===== config.mk =====
export PLATFORM = sky130hd
export DESIGN_NAME = evm_poll_ctrl_flat
export DESIGN_NICKNAME = d
export VERILOG_FILES = /design/src/rtl/evm_pkg.sv /design/src/rtl/evm_poll_ctrl_if.sv /design/src/rtl/evm_debounce.sv /design/src/rtl/evm_poll_ctrl.sv /design/src/flat_wrapper.sv
export SDC_FILE = /design/constraint.sdc
export NUM_CORES = 1
export LEC_CHECK = 0
export ABC_AREA = 1
export CAP_MARGIN = 20
export CORE_MARGIN = 5
export CORE_UTILIZATION = 55
export DETAILED_ROUTE_END_ITERATION = 10
export PLACE_DENSITY = 0.77
export SLEW_MARGIN = 10
export SYNTH_ARGS = -nofsm -noshare
export SYNTH_HDL_FRONTEND = slang
export SYNTH_SLANG_ARGS = --single-unit

===== constraint.sdc =====
create_clock -name clk -period 6.6 [get_ports clk]
set_input_delay 1.98 -clock clk [delete_from_list [all_inputs] [get_ports clk]]
set_output_delay 1.98 -clock clk [all_outputs]
set_load 0.03 [all_outputs]

===== src/rtl/evm_pkg.sv =====
// Shared definitions for the poll controller: state encoding, index width
// and packed-count slice helpers.
package evm_pkg;

  typedef enum logic [1:0] {
    ST_IDLE   = 2'b00,
    ST_OPEN   = 2'b01,
    ST_CLOSED = 2'b10
  } evm_state_e;

  function automatic int idx_w(input int n);
    return (n < 2) ? 1 : $clog2(n);
  endfunction

  function automatic int cnt_lsb(input int idx, input int w);
    return idx * w;
  endfunction

endpackage


===== src/rtl/evm_poll_ctrl_if.sv =====
// Button/switch inputs and display-side results of the poll controller.
interface evm_poll_ctrl_if #(
  parameter int N_CAND = 4,
  parameter int CNT_W  = 8
);
  localparam int IDX_W = evm_pkg::idx_w(N_CAND);

  logic                    open_poll;
  logic                    close_poll;
  logic [IDX_W-1:0]        cand_sel;
  logic                    vote_btn;
  logic [N_CAND*CNT_W-1:0] vote_counts;
  logic [CNT_W-1:0]        total_votes;
  logic [IDX_W-1:0]        leader;
  logic                    tie;
  logic                    result_valid;
  logic                    vote_ack;
  logic                    vote_rej;
  logic [1:0]              state;

  modport master (
    output open_poll, close_poll, cand_sel, vote_btn,
    input  vote_counts, total_votes, leader, tie, result_valid,
           vote_ack, vote_rej, state
  );

  modport slave (
    input  open_poll, close_poll, cand_sel, vote_btn,
    output vote_counts, total_votes, leader, tie, result_valid,
           vote_ack, vote_rej, state
  );
endinterface


===== src/rtl/evm_debounce.sv =====
// Two-flop synchroniser and stability counter for a raw push button; rise
// pulses once per debounced press.
module evm_debounce #(
  parameter int DEBOUNCE_CYCLES = 1000000
) (
  input  logic clk,
  input  logic reset,
  input  logic din,
  output logic level,
  output logic rise
);
  localparam int CW = $clog2(DEBOUNCE_CYCLES + 1);

  logic          sync_p0, sync_p1;
  logic [CW-1:0] stab_cnt;
  logic [1:0]    fill;
  logic          armed;
  logic          hit;

  assign hit = (sync_p1 != level) && (stab_cnt == CW'(DEBOUNCE_CYCLES - 1));

  // armed only after a released button has been seen through a filled
  // synchroniser, so a button held across reset never produces an event
  always_ff @(posedge clk or posedge reset) begin
    if (reset) begin
      sync_p0  <= 1'b0;
      sync_p1  <= 1'b0;
      stab_cnt <= '0;
      fill     <= '0;
      armed    <= 1'b0;
      level    <= 1'b0;
      rise     <= 1'b0;
    end else begin
      sync_p0 <= din;
      sync_p1 <= sync_p0;
      fill    <= {fill[0], 1'b1};
      if (fill[1] && !sync_p1)
        armed <= 1'b1;
      if (sync_p1 != level) begin
        if (hit) begin
          level    <= sync_p1;
          stab_cnt <= '0;
        end else begin
          stab_cnt <= stab_cnt + CW'(1);
        end
      end else begin
        stab_cnt <= '0;
      end
      rise <= hit && sync_p1 && armed;
    end
  end

endmodule


===== src/rtl/evm_poll_ctrl.sv =====
// Poll session controller: debounced vote button, IDLE/OPEN/CLOSED session,
// saturating per-candidate and total counters, registered leader/tie.
module evm_poll_ctrl
  import evm_pkg::*;
#(
  parameter int N_CAND          = 4,
  parameter int CNT_W           = 8,
  parameter int DEBOUNCE_CYCLES = 1000000
) (
  input logic            clk,
  input logic            reset,
  evm_poll_ctrl_if.slave bus
);
  localparam int               IDX_W   = idx_w(N_CAND);
  localparam logic [CNT_W-1:0] CNT_MAX = '1;

  evm_state_e       state_q, state_d;
  logic [CNT_W-1:0] cnt_q [N_CAND];
  logic [CNT_W-1:0] total_q;
  logic [CNT_W-1:0] sel_cnt;
  logic             sel_ok;
  logic             btn_level, btn_rise, vote_evt;
  logic             clear, inc, ack_d, rej_d;
  logic             ack_q, rej_q;
  logic [CNT_W-1:0] max_p0;
  logic [IDX_W-1:0] lead_p0, leader_p1;
  logic             tie_p0, tie_p1;
  int               n_max;

  evm_debounce #(.DEBOUNCE_CYCLES(DEBOUNCE_CYCLES)) u_debounce (
    .clk   (clk),
    .reset (reset),
    .din   (bus.vote_btn),
    .level (btn_level),
    .rise  (btn_rise)
  );

  assign vote_evt = btn_rise & btn_level;

  always_ff @(posedge clk or posedge reset) begin
    if (reset) state_q <= ST_IDLE;
    else       state_q <= state_d;
  end

  always_comb begin
    state_d = state_q;
    clear   = 1'b0;
    inc     = 1'b0;
    ack_d   = 1'b0;
    rej_d   = 1'b0;
    sel_cnt = '0;
    sel_ok  = 1'b0;
    for (int i = 0; i < N_CAND; i++) begin
      if (int'(bus.cand_sel) == i) begin
        sel_cnt = cnt_q[i];
        sel_ok  = 1'b1;
      end
    end
    unique case (state_q)
      ST_IDLE: if (bus.open_poll) begin
        state_d = ST_OPEN;
        clear   = 1'b1;
      end
      ST_OPEN: if (bus.close_poll) state_d = ST_CLOSED;
      ST_CLOSED: if (bus.open_poll) begin
        state_d = ST_OPEN;
        clear   = 1'b1;
      end
      default: state_d = ST_IDLE;
    endcase
    // close_poll wins over a vote arriving in the same cycle
    if (vote_evt) begin
      if (state_q == ST_OPEN && !bus.close_poll && sel_ok && sel_cnt != CNT_MAX) begin
        inc   = 1'b1;
        ack_d = 1'b1;
      end else begin
        rej_d = 1'b1;
      end
    end
  end

  always_ff @(posedge clk or posedge reset) begin
    if (reset) begin
      for (int i = 0; i < N_CAND; i++) cnt_q[i] <= '0;
      total_q <= '0;
      ack_q   <= 1'b0;
      rej_q   <= 1'b0;
    end else begin
      ack_q <= ack_d;
      rej_q <= rej_d;
      if (clear) begin
        for (int i = 0; i < N_CAND; i++) cnt_q[i] <= '0;
        total_q <= '0;
      end else if (inc) begin
        for (int i = 0; i < N_CAND; i++)
          if (int'(bus.cand_sel) == i) cnt_q[i] <= cnt_q[i] + CNT_W'(1);
        if (total_q != CNT_MAX) total_q <= total_q + CNT_W'(1);
      end
    end
  end

  // stage p0: max search over live counts (lowest index wins ties)
  always_comb begin
    max_p0  = cnt_q[0];
    lead_p0 = '0;
    n_max   = 0;
    for (int i = 1; i < N_CAND; i++) begin
      if (cnt_q[i] > max_p0) begin
        max_p0  = cnt_q[i];
        lead_p0 = IDX_W'(i);
      end
    end
    for (int i = 0; i < N_CAND; i++)
      if (cnt_q[i] == max_p0) n_max++;
    tie_p0 = (n_max > 1);
  end

  // stage p1: registered leader/tie, one cycle behind the counts
  always_ff @(posedge clk or posedge reset) begin
    if (reset) begin
      leader_p1 <= '0;
      tie_p1    <= 1'b0;
    end else begin
      leader_p1 <= lead_p0;
      tie_p1    <= tie_p0;
    end
  end

  for (genvar g = 0; g < N_CAND; g++) begin : g_pack
    localparam int LSB = cnt_lsb(g, CNT_W);
    assign bus.vote_counts[LSB +: CNT_W] = cnt_q[g];
  end

  assign bus.total_votes  = total_q;
  assign bus.leader       = leader_p1;
  assign bus.tie          = tie_p1;
  assign bus.result_valid = (state_q == ST_CLOSED);
  assign bus.vote_ack     = ack_q;
  assign bus.vote_rej     = rej_q;
  assign bus.state        = state_q;

endmodule


===== src/flat_wrapper.sv =====
// flat-port wrapper written by rule: the top's interface ports become plain ports
module evm_poll_ctrl_flat import evm_pkg::*;
#(
  parameter int N_CAND          = 4,
  parameter int CNT_W           = 8,
  parameter int DEBOUNCE_CYCLES = 1000000
)
  (clk, reset, bus_open_poll, bus_close_poll, bus_cand_sel, bus_vote_btn, bus_vote_counts, bus_total_votes, bus_leader, bus_tie, bus_result_valid, bus_vote_ack, bus_vote_rej, bus_state);
  evm_poll_ctrl_if #(.N_CAND(N_CAND), .CNT_W(CNT_W)) bus_i ();
  input logic clk;
  input logic reset;
  input wire logic [$bits(bus_i.open_poll)-1:0] bus_open_poll;
  input wire logic [$bits(bus_i.close_poll)-1:0] bus_close_poll;
  input wire logic [$bits(bus_i.cand_sel)-1:0] bus_cand_sel;
  input wire logic [$bits(bus_i.vote_btn)-1:0] bus_vote_btn;
  output wire logic [$bits(bus_i.vote_counts)-1:0] bus_vote_counts;
  output wire logic [$bits(bus_i.total_votes)-1:0] bus_total_votes;
  output wire logic [$bits(bus_i.leader)-1:0] bus_leader;
  output wire logic [$bits(bus_i.tie)-1:0] bus_tie;
  output wire logic [$bits(bus_i.result_valid)-1:0] bus_result_valid;
  output wire logic [$bits(bus_i.vote_ack)-1:0] bus_vote_ack;
  output wire logic [$bits(bus_i.vote_rej)-1:0] bus_vote_rej;
  output wire logic [$bits(bus_i.state)-1:0] bus_state;
  assign bus_i.open_poll = bus_open_poll;
  assign bus_i.close_poll = bus_close_poll;
  assign bus_i.cand_sel = bus_cand_sel;
  assign bus_i.vote_btn = bus_vote_btn;
  assign bus_vote_counts = bus_i.vote_counts;
  assign bus_total_votes = bus_i.total_votes;
  assign bus_leader = bus_i.leader;
  assign bus_tie = bus_i.tie;
  assign bus_result_valid = bus_i.result_valid;
  assign bus_vote_ack = bus_i.vote_ack;
  assign bus_vote_rej = bus_i.vote_rej;
  assign bus_state = bus_i.state;
  evm_poll_ctrl #(.N_CAND(N_CAND), .CNT_W(CNT_W), .DEBOUNCE_CYCLES(DEBOUNCE_CYCLES)) u_core (.clk(clk), .reset(reset), .bus(bus_i));
endmodule

# After elaboration in Yosys (flattened, before gate mapping)
# Index checks and enable logic that the tools add are counted.
[word_totals]
register_bits = 74
input_bits = 7
output_inout_bits = 48
wordCells = 109
[classes]
n_addsub = 9
order_cmp = 4
n_eq_ne = 15
n_mux = 38
n_bitwise = 1
n_reduce_logical = 25
[ops]
columns = ["op", "n"]
rows = [
  ["$mux 32", 5],
  ["$mux 8", 14],
  ["$add 32x2->32 const B", 2],
  ["$add 8x1->8 const B", 5],
  ["$mux 20", 2],
  ["$eq 8x8->1", 4],
  ["$gt 32x2->1 const B", 1],
  ["$gt 8x8->1", 3],
  ["$add 20x1->20 const B", 1],
  ["$eq 20x20->1 const B", 1],
  ["$ne 8x8->1 const B", 2],
  ["$reduce_and 2->1", 7],
  ["$mux 1", 12],
  ["$reduce_bool 2->1", 6],
  ["$mux 2", 4],
  ["$logic_and 1x1->1", 7],
  ["$eq 2x2->1 const B", 3],
  ["$eq 2x1->1 const B", 2],
  ["$logic_not 2->1", 2],
  ["$pmux 2 s2", 1],
  ["$add 1x1->2 const B", 1],
  ["$logic_not 1->1", 2],
  ["$ne 2x1->1 const B", 1],
  ["$ne 2x2->1 const B", 1],
  ["other kinds (3)", 3],
]

# Depth between registers and ports, before layout
[logic_depth]
ltp_word = 15
depth_mapped = 50

# Cells and area by module
# Synthesis repeated with hierarchy kept, for this count alone.
[hier_totals]
cells_unflattened = 865
hier_area_um2 = 5879.4
[by_module_without_submodules]
columns = ["module", "instances", "cells_each", "area_each_um2", "seq_area_each_um2"]
rows = [
  ["evm_poll_ctrl", 1, 686, 4460.5, 1176.1],
  ["evm_debounce", 1, 179, 1418.9, 675.6],
]

# Least setup slack after synthesis
# Ideal clock, no wire load.
[synth_path]
path_type = "flip-flop to flip-flop"
startpoint = "register u_core.cnt_q, in the netlist u_core.bus.vote_counts[5]"
endpoint = "register u_core.tie_p1 (netlist: u_core.bus.tie)"
setup_time_ps = 119
t_arrival_ps = 5163
required_time_ps = 6481
slack_ps = 1318
path_stages_with_launch = 45
path_cell_list = "dfrtp_1 -> inv_1 -> ha_1 -> a21oi_1 -> nor2_1 -> nor2_4 -> nand2_8 -> nand2_8 -> buf_8 -> nand2_2 -> nand2_1 -> inv_1 -> ha_1 -> inv_1 -> nor2_1 -> o21ai_1 -> nand2_1 -> nand2_1 -> [... 9 more ...] -> nand2_1 -> nand3_1 -> nand2_1 -> buf_4 -> buf_4 -> nand3_2 -> nand3_1 -> nand2_1 -> nor2_1 -> nand2_1 -> nor2_2 -> ha_1 -> inv_1 -> nand2_1 -> nand2_1 -> nand2_1 -> a21oi_1 -> nand2_1"
[synth_via]
elab_chain_len = 15
[synth_rtl]
columns = ["element", "line", "source"]
rows = [
  ["from (decl)", "evm_poll_ctrl.sv:18", "logic [CNT_W-1:0] cnt_q [N_CAND];"],
  ["$gt 8x8->1", "evm_poll_ctrl.sv:108", "if (cnt_q[i] > max_p0) begin"],
  ["$mux 8", "evm_poll_ctrl.sv:108", ""],
  ["$gt 8x8->1", "evm_poll_ctrl.sv:108", ""],
  ["$mux 8", "evm_poll_ctrl.sv:108", ""],
  ["$gt 8x8->1", "evm_poll_ctrl.sv:108", ""],
  ["$mux 8", "evm_poll_ctrl.sv:108", ""],
  ["$eq 8x8->1", "evm_poll_ctrl.sv:114", "if (cnt_q[i] == max_p0) n_max++;"],
  ["$mux 1", "evm_poll_ctrl.sv:114", ""],
  ["$add 1x1->2", "evm_poll_ctrl.sv:114", ""],
  ["$mux 32", "evm_poll_ctrl.sv:114", ""],
  ["$add 32x2->32", "evm_poll_ctrl.sv:114", ""],
  ["$mux 32", "evm_poll_ctrl.sv:114", ""],
  ["$add 32x2->32", "evm_poll_ctrl.sv:114", ""],
  ["$mux 32 *", "evm_poll_ctrl.sv:114", ""],
  ["$gt 32x2->1 *", "evm_poll_ctrl.sv:115", "tie_p0 = (n_max > 1);"],
  ["via u_core.tie_p0", "evm_poll_ctrl.sv:27", "logic tie_p0, tie_p1;"],
  ["to (signal assigned)", "evm_poll_ctrl.sv:125", "tie_p1 <= tie_p0;"],
  ["to (decl)", "evm_poll_ctrl.sv:27", ""],
]
# Mark *: on every way through the listed nets, which the timed path passes. The rest lies on a longest branch.
# A chain may end at the register's enable or synchronous reset.

# Worst setup path after layout
[layout_path]
startpoint = "register u_core.cnt_q, in the netlist u_core.bus.vote_counts[3]"
endpoint = "register u_core.tie_p1 (netlist: u_core.bus.tie)"
# The elaborated chain is that of the path after synthesis.

==> flow_metrics.tcl <==
set metrics [dict create \
    synth-seq-area-share 0.319 \
    worst_pin_slew_ns 0.743 \
    cp.buffers_inverters 6 \
    crit_arrival_ns 6.28 \
    diodes 0 \
    antenna_found_initial 0 \
    die_h_um 113 \
    start_util 0.562 \
    fin_crit_sh 0.912 \
    synth_fa_ha_area_frac 0.0690 \
    crit_top_cell "nand2_1" \
    multi_input_area_mm2 0.00343 \
    finalWirelength_um 17400 \
    layout_commonest_cell "nand2_1" \
    seq_area_mm2 0.00185 \
    synth_top_family_by_area "simple AND/OR/NAND/NOR gates" \
    synth-simple-area-share 0.405 \
    cts_hold_buf 0 \
    wire_per_inst_um 16.9 \
    setup_tns_ns 0 \
    die-area_mm2 0.0127 \
    whs_ns 0.352 \
    ys_types 44 \
    core_area_mm2 0.0103 \
    swShare 0.544 \
    globalRouteOverflowTotal 0 \
    grt_max_degree 42 \
    yosys.area.top_type_share 0.319 \
    drc 0 \
    critPathTopFamily "simple AND/OR/NAND/NOR gates" \
    intPower_w 0.00118 \
    layout.cells.non_filler 1030 \
    firstDrtPassIters 6 \
    pwr-share-clk 0.129 \
    synthCells 829 \
    synth_compound_area_frac 0.0905 \
    die_x_um 113 \
    cts_tree "built" \
    io_buffers 54 \
    drv_slew 0 \
    min_path_cells 0 \
    crit_type "reg -> reg" \
    yosys.area.top_type "dfrtp_1" \
    final_cell_mix "nand2_1, inv_1, nand3_1" \
    root_buffer "clkbuf_8" \
    synth_nets 868 \
    timing.max_cap.violations 0 \
    status "complete, no violations" \
    grt_setup_unrepaired "false" \
    power_density_mw_per_mm2 389 \
    grt_util_all_layers 0.285 \
    cts_resized 0 \
    worstSkewPairLatency_ns 0.37 \
    pwr-share-seq 0.195 \
    hold_viol_final 0 \
    cts_buffer_depth 2 \
    timing.fmax_ghz 0.166 \
    relSlewSlack 0.504 \
    rows 37 \
    clk_pin_slew_ns 0.10 \
    cp.required_ns 6.86 \
    pwr-share-comb 0.676 \
    cts_buffers 9 \
    ant_nets 0 \
    vias 5829 \
    synth_xor_area_frac 0.0256 \
    setup-violations-final 0 \
    critPathMaxStageDelay_ns 0.51 \
    viasPerCell 5.66 \
    synth-seq-cells 74 \
    syn-cell-area_mm2 0.00581 \
    ir_worst_vdd_v 0.000248 \
    fin_skew_ns 0.0261 \
    holdCritPathClass "reg -> reg" \
    syn_area_per_cell_um2 7.00 \
    n_fill_cell 951 \
    critPathCaptureType "flop" \
    fin_nets 928 \
    synth_ff_type "dfrtp_1" \
    cp_slowest_cell "dfrtp_1" \
    worst_setup_path_start_kind "flop" \
    critical_path.max_fanout 18 \
    path_depth 37 \
    worstRegToRegCells 37 \
    p_sw_w 0.00141 \
    yosys_warnings 0 \
    cts_max_level 3 \
    min_period_ns 6.02 \
    areaGrowthSynthToFinish_pct 14.7 \
    grt_first_pass_wirelength_um 28900 \
    num_io_pins 55 \
    grt_pass1_vias 5726 \
    cts.sink_count 74 \
    synth_edf_count 0 \
    finalWeightedCongestion 1.02 \
    synth.mux.area_fraction 0 \
    hpwl_um 13400 \
    synth_area_leaders "dfrtp_1, nand2_1, nand3_1" \
    drtIter0Drc 513 \
    async_flop_share 1.00 \
    p_leak_nw 3.19 \
    dp_cells 1014 \
    post_cts.repair.setup_buffers 0 \
    drive_above_1_share 0.0996 \
]
metrics by stage:
step | utilization | setup slack, ns | instance area [µm²] | power, W
floorplan | - | 1.32 | 5810 | 0.00185
global placement | 0.628 | 0.760 | 6480 | 0.00221
detailed placement | 0.628 | 0.754 | 6480 | 0.00223
CTS | 0.645 | 0.696 | 6660 | 0.00257
global route | 0.645 | 0.0932 | 6660 | 0.00284
finish | 0.645 | 0.582 | 6660 | 0.00259
per-layer routing:
| layer | wire length, µm | GRT usage | up-vias | part of all wire |
|---|---|---|---|---|
| li1 | - | - | 2831 | - |
| met1 | 7300 | 0.355 | 2712 | 0.42 |
| met2 | 8340 | 0.481 | 235 | 0.48 |
| met3 | 1090 | 0.0460 | 51 | 0.062 |
| met4 | 721 | 0.136 | 0 | 0.041 |
| met5 | 0 | 0 | - | 0 |
area by class of cell:
| type | count | area share |
|---|---|---|
| clock buffer | 9 | 0.0186 |
| clock inverter | 7 | 0.00752 |
| inverter | 113 | 0.0645 |
| multi-input combinational | 629 | 0.516 |
| sequential | 74 | 0.278 |
| tap | 136 | 0.0256 |
| timing repair buffer | 62 | 0.0902 |
cells in the mapped netlist, drive strengths merged, types with 2 or more instances:
cell,instances
o41ai,2
xor2,15
buf,9
a21oi,42
clkbuf,4
nor2,82
nor4,7
a211oi,2
dfrtp,74
o211ai,2
nor3,37
nand4,7
inv,112
ha,32
xnor2,2
nand3,122
nand2,226
o21a,5
o22ai,4
nor3b,3
o31ai,2
o21ai,33
path summary, 6_finish.rpt:
| kind | end | slack, ns | startpoint |
|---|---|---|---|
| max reg2reg | u_core.bus.tie$_DFF_PP0_ | 0.58 | u_core.bus.vote_counts[3]$_DFFE_PP0P_ |
| min in group asynchronous | u_core.bus.total_votes[1]$_DFFE_PP0P_ | 2.06 | reset |
| max | u_core.bus.tie$_DFF_PP0_ | 0.58 | u_core.bus.vote_counts[3]$_DFFE_PP0P_ |
| min reg2reg | u_core.u_debounce.sync_p1$_DFF_PP0_ | 0.35 | u_core.u_debounce.sync_p0$_DFF_PP0_ |
| max in group asynchronous | u_core.u_debounce.stab_cnt[15]$_DFF_PP0_ | 3.54 | reset |
| min | u_core.u_debounce.sync_p1$_DFF_PP0_ | 0.35 | u_core.u_debounce.sync_p0$_DFF_PP0_ |
power by group through the flow:
stage	registers [W]	logic (W)	clock network, W
finish	0.000505	0.00175	0.000334
global route	0.000509	0.00196	0.000368
CTS	0.000505	0.00172	0.000342
detailed placement	0.000514	0.00172	0
global placement	0.000513	0.00170	0
floorplan	0.000552	0.00129	0
state kept, by name (all words and copies together), names as in the netlist:
register                    count
u_core.u_debounce.fill          2
u_core.u_debounce.stab_cnt     20
u_core.u_debounce.level         1
u_core.bus.tie                  1
u_core.u_debounce.rise          1
u_core.bus.vote_counts         32
u_core.bus.leader               2
u_core.u_debounce.sync_p0       1
u_core.bus.vote_rej             1
u_core.bus.vote_ack             1
u_core.bus.state                2
u_core.bus.total_votes          8
u_core.u_debounce.armed         1
u_core.u_debounce.sync_p1       1
cell families (layout without fill, tap and decap cells):
kind of cell,after synthesis,count (layout)
compound gates,94,94
xor+xnor,17,17
fa+ha+maj,32,32
buf+inv,126,191
flops,74,74
other cells,1,1
simple gates,485,485
Note: power is estimated with default switching activity, not from simulation.
